$ cat src/rtl/clk_div_mux_if.sv
// Switch-request handshake and packed divide-ratio bus for clk_div_mux.
interface clk_div_mux_if #(
  parameter int unsigned NUM_SEL = 4,
  parameter int unsigned CNT_W   = 8
);
  localparam int unsigned SEL_W = $clog2(NUM_SEL);

  logic [NUM_SEL*CNT_W-1:0] div_i;
  logic [SEL_W-1:0]         sel_i;
  logic                     req_i;
  logic                     ack_o;
  logic                     err_o;
  logic [SEL_W-1:0]         cur_sel_o;

  modport master (output div_i, sel_i, req_i, input ack_o, err_o, cur_sel_o);
  modport slave  (input div_i, sel_i, req_i, output ack_o, err_o, cur_sel_o);
endinterface

$ cat src/rtl/clk_div_mux.sv
// Glitch-free programmable clock divider/selector; ratio changes land only on clk_o rise.
// Optional clock gating via macro CLK_DIV_MUX_GATE_EN (adds en_i).
module clk_div_mux #(
  parameter int unsigned NUM_SEL = 4,
  parameter int unsigned CNT_W   = 8
) (
  input  logic        clk_i,
  input  logic        rst_i,
`ifdef CLK_DIV_MUX_GATE_EN
  input  logic        en_i,
`endif
  clk_div_mux_if.slave bus,
  output logic        clk_o
);
  localparam int unsigned SEL_W = $clog2(NUM_SEL);

  typedef enum logic {ST_LO = 1'b0, ST_HI = 1'b1} state_e;

  state_e           state_q;
  logic [CNT_W-1:0] cnt_q;
  logic [CNT_W-1:0] d_q;
  logic             pending_q;
  logic [SEL_W-1:0] sel_q;
  logic [SEL_W-1:0] cur_sel_q;
  logic             ack_q;
  logic             err_q;
  logic             clk_q;

  logic             en_c;
  logic             capture_c;
  logic             sel_bad_c;
  logic [SEL_W-1:0] new_sel_d;
  logic [CNT_W-1:0] new_div_d;

`ifdef CLK_DIV_MUX_GATE_EN
  assign en_c = en_i;
`else
  assign en_c = 1'b1;
`endif

  // Channel and ratio that take effect at the next rise boundary.
  always_comb begin
    new_sel_d = pending_q ? sel_q : cur_sel_q;
    new_div_d = '0;
    for (int unsigned k = 0; k < NUM_SEL; k++) begin
      if (new_sel_d == SEL_W'(k)) new_div_d = bus.div_i[k*CNT_W +: CNT_W];
    end
  end

  assign sel_bad_c = 32'(bus.sel_i) >= NUM_SEL;
  assign capture_c = bus.req_i && !pending_q && !ack_q;

  always_ff @(posedge clk_i) begin
    if (rst_i) begin
      state_q   <= ST_LO;
      cnt_q     <= '0;
      d_q       <= '0;
      pending_q <= 1'b0;
      sel_q     <= '0;
      cur_sel_q <= '0;
      ack_q     <= 1'b0;
      err_q     <= 1'b0;
      clk_q     <= 1'b0;
    end else begin
      ack_q <= 1'b0;
      err_q <= 1'b0;

      // Illegal channels are rejected immediately and never become pending.
      if (capture_c) begin
        if (sel_bad_c) begin
          ack_q <= 1'b1;
          err_q <= 1'b1;
        end else begin
          sel_q     <= bus.sel_i;
          pending_q <= 1'b1;
        end
      end

      if (cnt_q != '0) begin
        cnt_q <= cnt_q - CNT_W'(1);
      end else if (state_q == ST_HI) begin
        clk_q   <= 1'b0;
        state_q <= ST_LO;
        cnt_q   <= d_q;
      end else begin
        // Rise boundary: the only point where channel and ratio may change.
        if (pending_q) begin
          cur_sel_q <= sel_q;
          pending_q <= 1'b0;
          ack_q     <= 1'b1;
        end
        d_q <= new_div_d;
        if (en_c) begin
          cnt_q   <= new_div_d;
          clk_q   <= 1'b1;
          state_q <= ST_HI;
        end
      end
    end
  end

  assign bus.ack_o     = ack_q;
  assign bus.err_o     = err_q;
  assign bus.cur_sel_o = cur_sel_q;
  assign clk_o         = clk_q;
endmodule
$ cat src/flat_wrapper.sv
// flat-port wrapper written by rule: the top's interface ports become plain ports
module clk_div_mux_flat 
#(
  parameter int unsigned NUM_SEL = 4,
  parameter int unsigned CNT_W   = 8
)
  (clk_i, rst_i, clk_o, bus_div_i, bus_sel_i, bus_req_i, bus_ack_o, bus_err_o, bus_cur_sel_o);
  clk_div_mux_if #(.NUM_SEL(NUM_SEL), .CNT_W(CNT_W)) bus_i ();
  input  logic clk_i;
  input  logic rst_i;
  output logic clk_o;
  input wire logic [$bits(bus_i.div_i)-1:0] bus_div_i;
  input wire logic [$bits(bus_i.sel_i)-1:0] bus_sel_i;
  input wire logic [$bits(bus_i.req_i)-1:0] bus_req_i;
  output wire logic [$bits(bus_i.ack_o)-1:0] bus_ack_o;
  output wire logic [$bits(bus_i.err_o)-1:0] bus_err_o;
  output wire logic [$bits(bus_i.cur_sel_o)-1:0] bus_cur_sel_o;
  assign bus_i.div_i = bus_div_i;
  assign bus_i.sel_i = bus_sel_i;
  assign bus_i.req_i = bus_req_i;
  assign bus_ack_o = bus_i.ack_o;
  assign bus_err_o = bus_i.err_o;
  assign bus_cur_sel_o = bus_i.cur_sel_o;
  clk_div_mux #(.NUM_SEL(NUM_SEL), .CNT_W(CNT_W)) u_core (.clk_i(clk_i), .rst_i(rst_i), .bus(bus_i), .clk_o(clk_o));
endmodule
$ cat config.mk
export PLATFORM = sky130hd
export DESIGN_NAME = clk_div_mux_flat
export DESIGN_NICKNAME = d
export VERILOG_FILES = /design/src/rtl/clk_div_mux_if.sv /design/src/rtl/clk_div_mux.sv /design/src/flat_wrapper.sv
export SDC_FILE = /design/constraint.sdc
export NUM_CORES = 1
export LEC_CHECK = 0
export BUFFER_PORTS_ARGS = -buffer_cell sky130_fd_sc_hd__buf_2
export CORE_MARGIN = 2
export CORE_UTILIZATION = 54
export CTS_CLUSTER_SIZE = 10
export DETAILED_ROUTE_END_ITERATION = 10
export GPL_ROUTABILITY_DRIVEN = 0
export HOLD_SLACK_MARGIN = 0.06
export PLACE_DENSITY = 0.92
export SLEW_MARGIN = 30
export SYNTH_ARGS = -nofsm -noshare
export SYNTH_HDL_FRONTEND = slang
export SYNTH_SLANG_ARGS = --single-unit
$ cat constraint.sdc
create_clock -name clk_i -period 3.8 [get_ports clk_i]
set_input_delay 0.38 -clock clk_i [delete_from_list [all_inputs] [get_ports clk_i]]
set_output_delay 0.38 -clock clk_i [all_outputs]
set_load 0.005 [all_outputs]
==> run_results.csv, run 1 <==
group,metric,value,unit
critical_path,ff2ff_setup_slack,1540,ps
die,rows,18,
min_path,min_path_type,"in2reg",
clock_tree,htree_num_levels,1,
critical_path,rr_worst_depth,7,
drt,remaining_drc_errors,0,
clock_tree,max-clock-path-buffers,2,
critical_path,r2r_end,"u_core.bus.cur_sel_o[0]",
drt,wl,3050,µm
synthesis,syn_nets,175,
sta,fin_crit,2260,ps
critical_path,cpLargestDelayFamily,"simple AND/OR/NAND/NOR gates",
grt,grtUsageTotal,22.5,%
synthesis,async_flop_share,0,%
critical_path,cp-start-kind,"register",
flow_run,maxCapViolations,0,
die,dieArea,2960,µm²
pwr,switching_share,43.3,%
min_path,holdCritStartpoint,"bus_sel_i[0]",
sta,max_freq,0.443,GHz
synthesis,ys_seq_area_share,33.5,%
critical_path,cp-end-kind,"register",
synthesis,synth_warnings,0,
sta,fin_crit_sh,59.4,%
cells_and_area,synthToLayoutAreaGrowth,14.6,%
critical_path,path_buf_inv,1,
clock_tree,holdBufCountCts,0,
clock_tree,cts_tree,"yes",
critical_path,cp_data_required_time,4030,ps
die,core_area,2430,µm²
die,io_pins,42,
grt,antenna_found_initial,0,
synthesis,yosys-top-cells-area,"dfxtp_1 (34%), mux2i_1 (11%), mux4_2 (8.2%)",
synthesis,synth.largest_area_cell,"dfxtp_1",
synthesis,synth.most_common_cell,"dfxtp_1",
pwr,combPwrFrac,51.0,%
sta,setup_viol,0,
sta,drv_slew,0,
sta,rsz0062_at_grt,"no",
pwr,power_density,664,nW/µm²
cells_and_area,drive_gt1_share,40.7,%
sta,holdWs,324,ps
grt,overflow,0,
grt,grt_first_pass_wirelength,4800,µm
synthesis,synth_cell_types,36,
critical_path,arrival,2490,ps
clock_tree,clock-sinks,23,
synthesis,yosys_register_bits,23,
critical_path,path_class,"reg2reg",
clock_tree,insertion_delay,310,ps
drt,ant_nets,0,
die,start_util,56.4,%
sta,tightest_slew,820,ps
pwr,internal_power,0.592,mW
synthesis,synth.cell_area,1370,µm²
run_status,outcome,"complete, no violations",
min_path,holdPathStages,3,
clock_tree,cts_post_setup_buffers_inserted,0,
sta,setup-tns-final,0,ps
synthesis,synthFlopType,"dfxtp_1",
clock_tree,cts_resized,0,
synthesis,synth_edf_count,0,
critical_path,path_cells,"inv_1 -> ha_1 -> or3b_1 -> or2_1 -> nor2_8 -> nor2_1 -> a211oi_1",
critical_path,worstReg2RegStart,"u_core.cnt_q[0]",
clock_tree,clock-root-buffer,"clkbuf_4",
sta,slew_headroom,45.3,%
critical_path,cpPeakStageDelay,450,ps
synthesis,syn_area_per_cell,10.0,µm²
drt,vias,1189,
min_path,whs_endpoint,"u_core.sel_q[0]",
synthesis,syn_inst,137,
synthesis,yosys.area.top_type_share,33.5,%
pwr,irDropWorstVdd,0.438,mV
placement,place.port_buffers,40,
drt,viasPerCell,5.89,
grt,grt_max_degree,24,
sta,hold_viol,0,
die,chipWidth,54.4,µm
drt,first_iter_violations,38,
critical_path,crit_fanout,12,
cells_and_area,antenna_cells,0,
drt,firstDrtPassIters,4,
clock_tree,numCtsBuffers,3,
drt,post_drt_wl_per_cell,15.1,µm
pwr,pwr-share-clk,10.9,%
grt,grt_pass1_vias,1139,
pwr,switching_power,0.453,mW
cells_and_area,fin_nets,211,
pwr,leakage,0.683,nW
sta,fin_skew,8.09,ps
critical_path,critical-path-slowest-cell,"or2_1",
pwr,power_frac_seq,38.1,%
die,fp.dieH,54.4,µm
placement,hpwl,2330,µm
clock_tree,clk_pin_slew,130,ps
synthesis,synth_common_cells,"dfxtp_1 (23), mux2i_1 (15), nand2_1 (13), a21oi_2 (11), a21oi_1 (8)",
## power groups by stage
stage / Clock (mW) / Combinational [mW] / Sequential (mW)
2_1_floorplan: 0 / 0.486 / 0.371
3_3_place_gp: 0 / 0.497 / 0.395
3_5_place_dp: 0 / 0.530 / 0.400
4_1_cts: 0.115 / 0.533 / 0.395
5_1_grt: 0.124 / 0.581 / 0.407
6_report: 0.114 / 0.532 / 0.398
## placed cells by master (no fill, tap or decap), drive strengths merged
master   instances
nor2             8
nand2           18
or4              2
o21ai            2
o21a             1
mux4             5
dfxtp           23
ha               1
xor2             1
a311oi           1
a2111oi          3
nor3             7
a211oi           4
conb             1
inv              3
a21oi           19
and2             1
buf             41
or3b             1
or3              2
clkbuf           4
mux2i           16
nor3b            5
nor4             1
o31ai            1
or2              1
## area by class of cell
class	instances	area, µm²
Fill cell	192	860
Multi-Input combinational cell	101	830
Sequential cell	23	460
Timing Repair Buffer	41	208
Tap cell	30	37.5
Clock buffer	4	26.3
Inverter	3	11.3
## state kept, by name, indices dropped and copies added, names as in the netlist
name / count
u_core.bus.cur_sel_o: 2
u_core.pending_q: 1
u_core.bus.ack_o: 1
u_core.sel_q: 2
u_core.state_q: 1
u_core.d_q: 8
u_core.cnt_q: 8
## worst max-delay path by stage
stage	endpoint	start	slack (ps)	cells past startpoint
after detailed placement	u_core.bus.cur_sel_o[0]	u_core.cnt_q[0]	1550	7
after CTS	u_core.bus.cur_sel_o[0]	u_core.cnt_q[0]	1550	7
after global routing	u_core.bus.cur_sel_o[0]	u_core.cnt_q[0]	1410	7
final	u_core.bus.cur_sel_o[0]	u_core.cnt_q[0]	1540	7
after global placement	u_core.cnt_q[7]	u_core.pending_q	1720	5
after floorplan	u_core.cnt_q[0]	u_core.cnt_q[0]	1940	7
## worst register-to-register path, stage by stage, from the launching register on
cell and delay (ps):
dfxtp_1 350, inv_1 70, ha_1 220, or3b_1 440, or2_1 450, nor2_8 330
nor2_1 90, a211oi_1 240
## cells by family after synthesis
kind of cell | synth area share [%]
simple gates | 20.0
compound gates | 17.9
flops | 33.5
mux | 20.8
buf+inv | 6.02
fa+ha+maj | 0.911
other cells | 0.273
xor+xnor | 0.638
## through the flow
stage,area (µm²),utilization (%),std cells,power [mW],setup WS [ps]
3_3_place_gp,1550,63.6,198,0.892,1720
3_5_place_dp,1550,63.6,198,0.931,1550
4_1_cts,1570,64.7,202,1.04,1550
2_1_floorplan,1370,-,137,0.857,1940
5_1_grt,1570,64.7,202,1.11,1410
6_report,1570,64.7,202,1.04,1540
## per-layer routing
metal  GRT usage, %  share of wire (%)  vias to the layer above
met5              0                  0                        -
met4           8.33                2.8                        0
met3           4.64                4.3                       12
met2           41.0                 53                       41
met1           25.7                 40                      563
li1               -                  -                      573
No activity file was read; power rests on OpenSTA's default activity.
==> inputs of run 2 (changes only) <==
--- a/config.mk
+++ b/config.mk
@@ -7,12 +7,12 @@
 export LEC_CHECK = 0
 export BUFFER_PORTS_ARGS = -buffer_cell sky130_fd_sc_hd__buf_2
 export CORE_MARGIN = 2
-export CORE_UTILIZATION = 54
+export CORE_UTILIZATION = 50
 export CTS_CLUSTER_SIZE = 10
 export DETAILED_ROUTE_END_ITERATION = 10
 export GPL_ROUTABILITY_DRIVEN = 0
 export HOLD_SLACK_MARGIN = 0.06
-export PLACE_DENSITY = 0.92
+export PLACE_DENSITY = 0.87
 export SLEW_MARGIN = 30
 export SYNTH_ARGS = -nofsm -noshare
 export SYNTH_HDL_FRONTEND = slang
==> constraint.sdc (replaced) <==
create_clock -name clk_i -period 2.3 [get_ports clk_i]
set_input_delay 0.23 -clock clk_i [delete_from_list [all_inputs] [get_ports clk_i]]
set_output_delay 0.23 -clock clk_i [all_outputs]
set_load 0.005 [all_outputs]
==> run 2 against run 1 <==
  * Via count up 0.25%
  * Clock power grew 72%
  * Total power grew 80%
  * Largest cell class unchanged
  * Critical endpoint unchanged
  * Largest power group unchanged
  * Hold slack worse by 180 ps
  * Die area is 7.4% higher
  * Cell count grew 3.5%
  * Combinational power rose by 95%
  * Critical path depth stayed put
==> run_results.csv, run 2 (synthesis gave the netlist of run 1 again) <==
group,metric,value,unit
run_status,outcome,"complete, no violations",
placement,preCtsSetupSlack,129,ps
pwr,combPwrFrac,55.4,%
critical_path,crit_start,"u_core.cnt_q[0]",
sta,setup_viol,0,
sta,drv_slew,0,
placement,dpl.cell_count,201,
critical_path,cp_data_required_time,2550,ps
cells_and_area,synthToLayoutAreaGrowth,20.3,%
clock_tree,numCtsBuffers,3,
critical_path,cp-start-kind,"register",
pwr,pwr-share-clk,10.4,%
cells_and_area,antenna_cells,0,
die,core_area,2540,µm²
cells_and_area,fin_nets,218,
min_path,holdCritStartpoint,"bus_sel_i[1]",
grt,overflow,0,
cells_and_area,multi_input_area,830,µm²
pwr,switching_share,41.9,%
die,rows,18,
pwr,total_power,1.88,mW
flow_run,maxCapViolations,0,
pwr,power_frac_seq,34.2,%
critical_path,worstReg2RegStart,"u_core.cnt_q[0]",
min_path,min_path_type,"in2reg",
pwr,power_density,1140,nW/µm²
drt,firstDrtPassIters,6,
clock_tree,holdBufCountCts,0,
sta,tightest_slew,533,ps
sta,fin_ws,109,ps
drt,first_iter_violations,23,
cells_and_area,mostFrequentLayoutCells,"buf_2 (40), dfxtp_1 (23), mux2i_1 (15)",
pwr,internal_power,1.09,mW
placement,place.port_buffers,40,
clock_tree,insertion_delay,320,ps
drt,viasPerCell,5.70,
drt,post_drt_wl_per_cell,14.4,µm
clock_tree,clock-root-buffer,"clkbuf_4",
cells_and_area,num-fill-cells,214,
sta,hold_viol,0,
placement,hpwl,2200,µm
sta,max_freq,0.456,GHz
cells_and_area,drive_gt1_share,43.6,%
grt,grt_pass1_vias,1154,
cells_and_area,reg_top3,"u_core.cnt_q (8), u_core.d_q (8)",
die,io_pins,42,
drt,wl,3010,µm
cells_and_area,post_layout_nonfiller_instances,209,
sta,fin_crit,2190,ps
die,chipWidth,56.4,µm
drt,remaining_drc_errors,0,
sta,fin_crit_sh,95.3,%
grt,grtUsageTotal,19.7,%
die,fp.dieH,56.4,µm
sta,slew_headroom,64.5,%
pwr,switching_power,0.788,mW
grt,grt_first_pass_wirelength,5090,µm
die,start_util,53.9,%
clock_tree,htree_num_levels,1,
grt,grt_max_degree,24,
grt,antenna_found_initial,0,
clock_tree,clock-sinks,23,
pwr,irDropWorstVdd,0.659,mV
sta,fin_skew,4.43,ps
drt,vias,1192,
critical_path,cp-end-kind,"register",
cells_and_area,layout_commonest_cell,"buf_2",
critical_path,arrival,2440,ps
critical_path,path_class,"reg2reg",
clock_tree,max-clock-path-buffers,2,
clock_tree,clk_pin_slew,130,ps
pwr,leakage,0.727,nW
cells_and_area,seqCellArea,460,µm²
critical_path,crit_fanout,10,
drt,ant_nets,0,
clock_tree,cts_tree,"yes",
die,dieArea,3180,µm²
-- run 2: worst paths after layout --
kind | to | slack [ps] | cells after the start
max | u_core.bus.cur_sel_o[0] | 110 | 7
min reg2reg | u_core.d_q[7] | 470 | 2
min | u_core.sel_q[1] | 140 | 3
max reg2reg | u_core.bus.cur_sel_o[0] | 110 | 7
-- run 2: worst max-delay path, cell delays in order, from the launching register on --
cell      delay (ps)
dfxtp_1          360
inv_1             80
ha_1             210
or3b_1           440
or2_1            450
nor2_8           260
nor2_1           100
a211oi_1         220
-- run 2: what timing repair did --
| action | 4_1_cts | 5_1_grt |
|---|---|---|
| setup buffers | 0 | 4 |
| setup endpoints to repair | 0 | 2 |
| gates resized for setup | 0 | 0 |
-- run 2: area by class of cell --
class	instances	area share, %
clock buffers	3	1.36
clock inverters	1	0.303
inverters	3	0.682
multi-input cells	101	50.2
flip-flops and latches	23	27.9
well taps	30	2.27
repair buffers	48	17.3
-- run 2: metrics by stage --
| stage | setup TNS [ps] | utilization (%) | hold WS [ps] | area, µm² |
|---|---|---|---|---|
| 6_report | 0 | 64.9 | 139 | 1650 |
| 3_5_place_dp | 0 | 61.7 | 451 | 1570 |
| 5_1_grt | -346 | 64.9 | 150 | 1650 |
| 2_1_floorplan | 0 | - | 302 | 1370 |
| 4_1_cts | 0 | 62.7 | 151 | 1600 |
| 3_3_place_gp | 0 | 61.7 | 444 | 1570 |
-- run 2: power groups by stage --
stage / Sequential, mW / Clock, mW / Combinational (mW)
4_1_cts: 0.639 / 0.198 / 0.899
3_5_place_dp: 0.648 / 0 / 0.895
3_3_place_gp: 0.641 / 0 / 0.858
5_1_grt: 0.661 / 0.216 / 1.14
2_1_floorplan: 0.613 / 0 / 0.803
6_report: 0.643 / 0.196 / 1.04
-- run 2: metal layers --
metal	wire length, µm	track usage, %	vias up	share of wire (%)
met5	0	0	-	0
li1	-	-	579	-
met2	1530	35.5	38	51
met4	34	5.10	0	1.1
met3	163	2.76	2	5.4
met1	1280	24.6	573	43
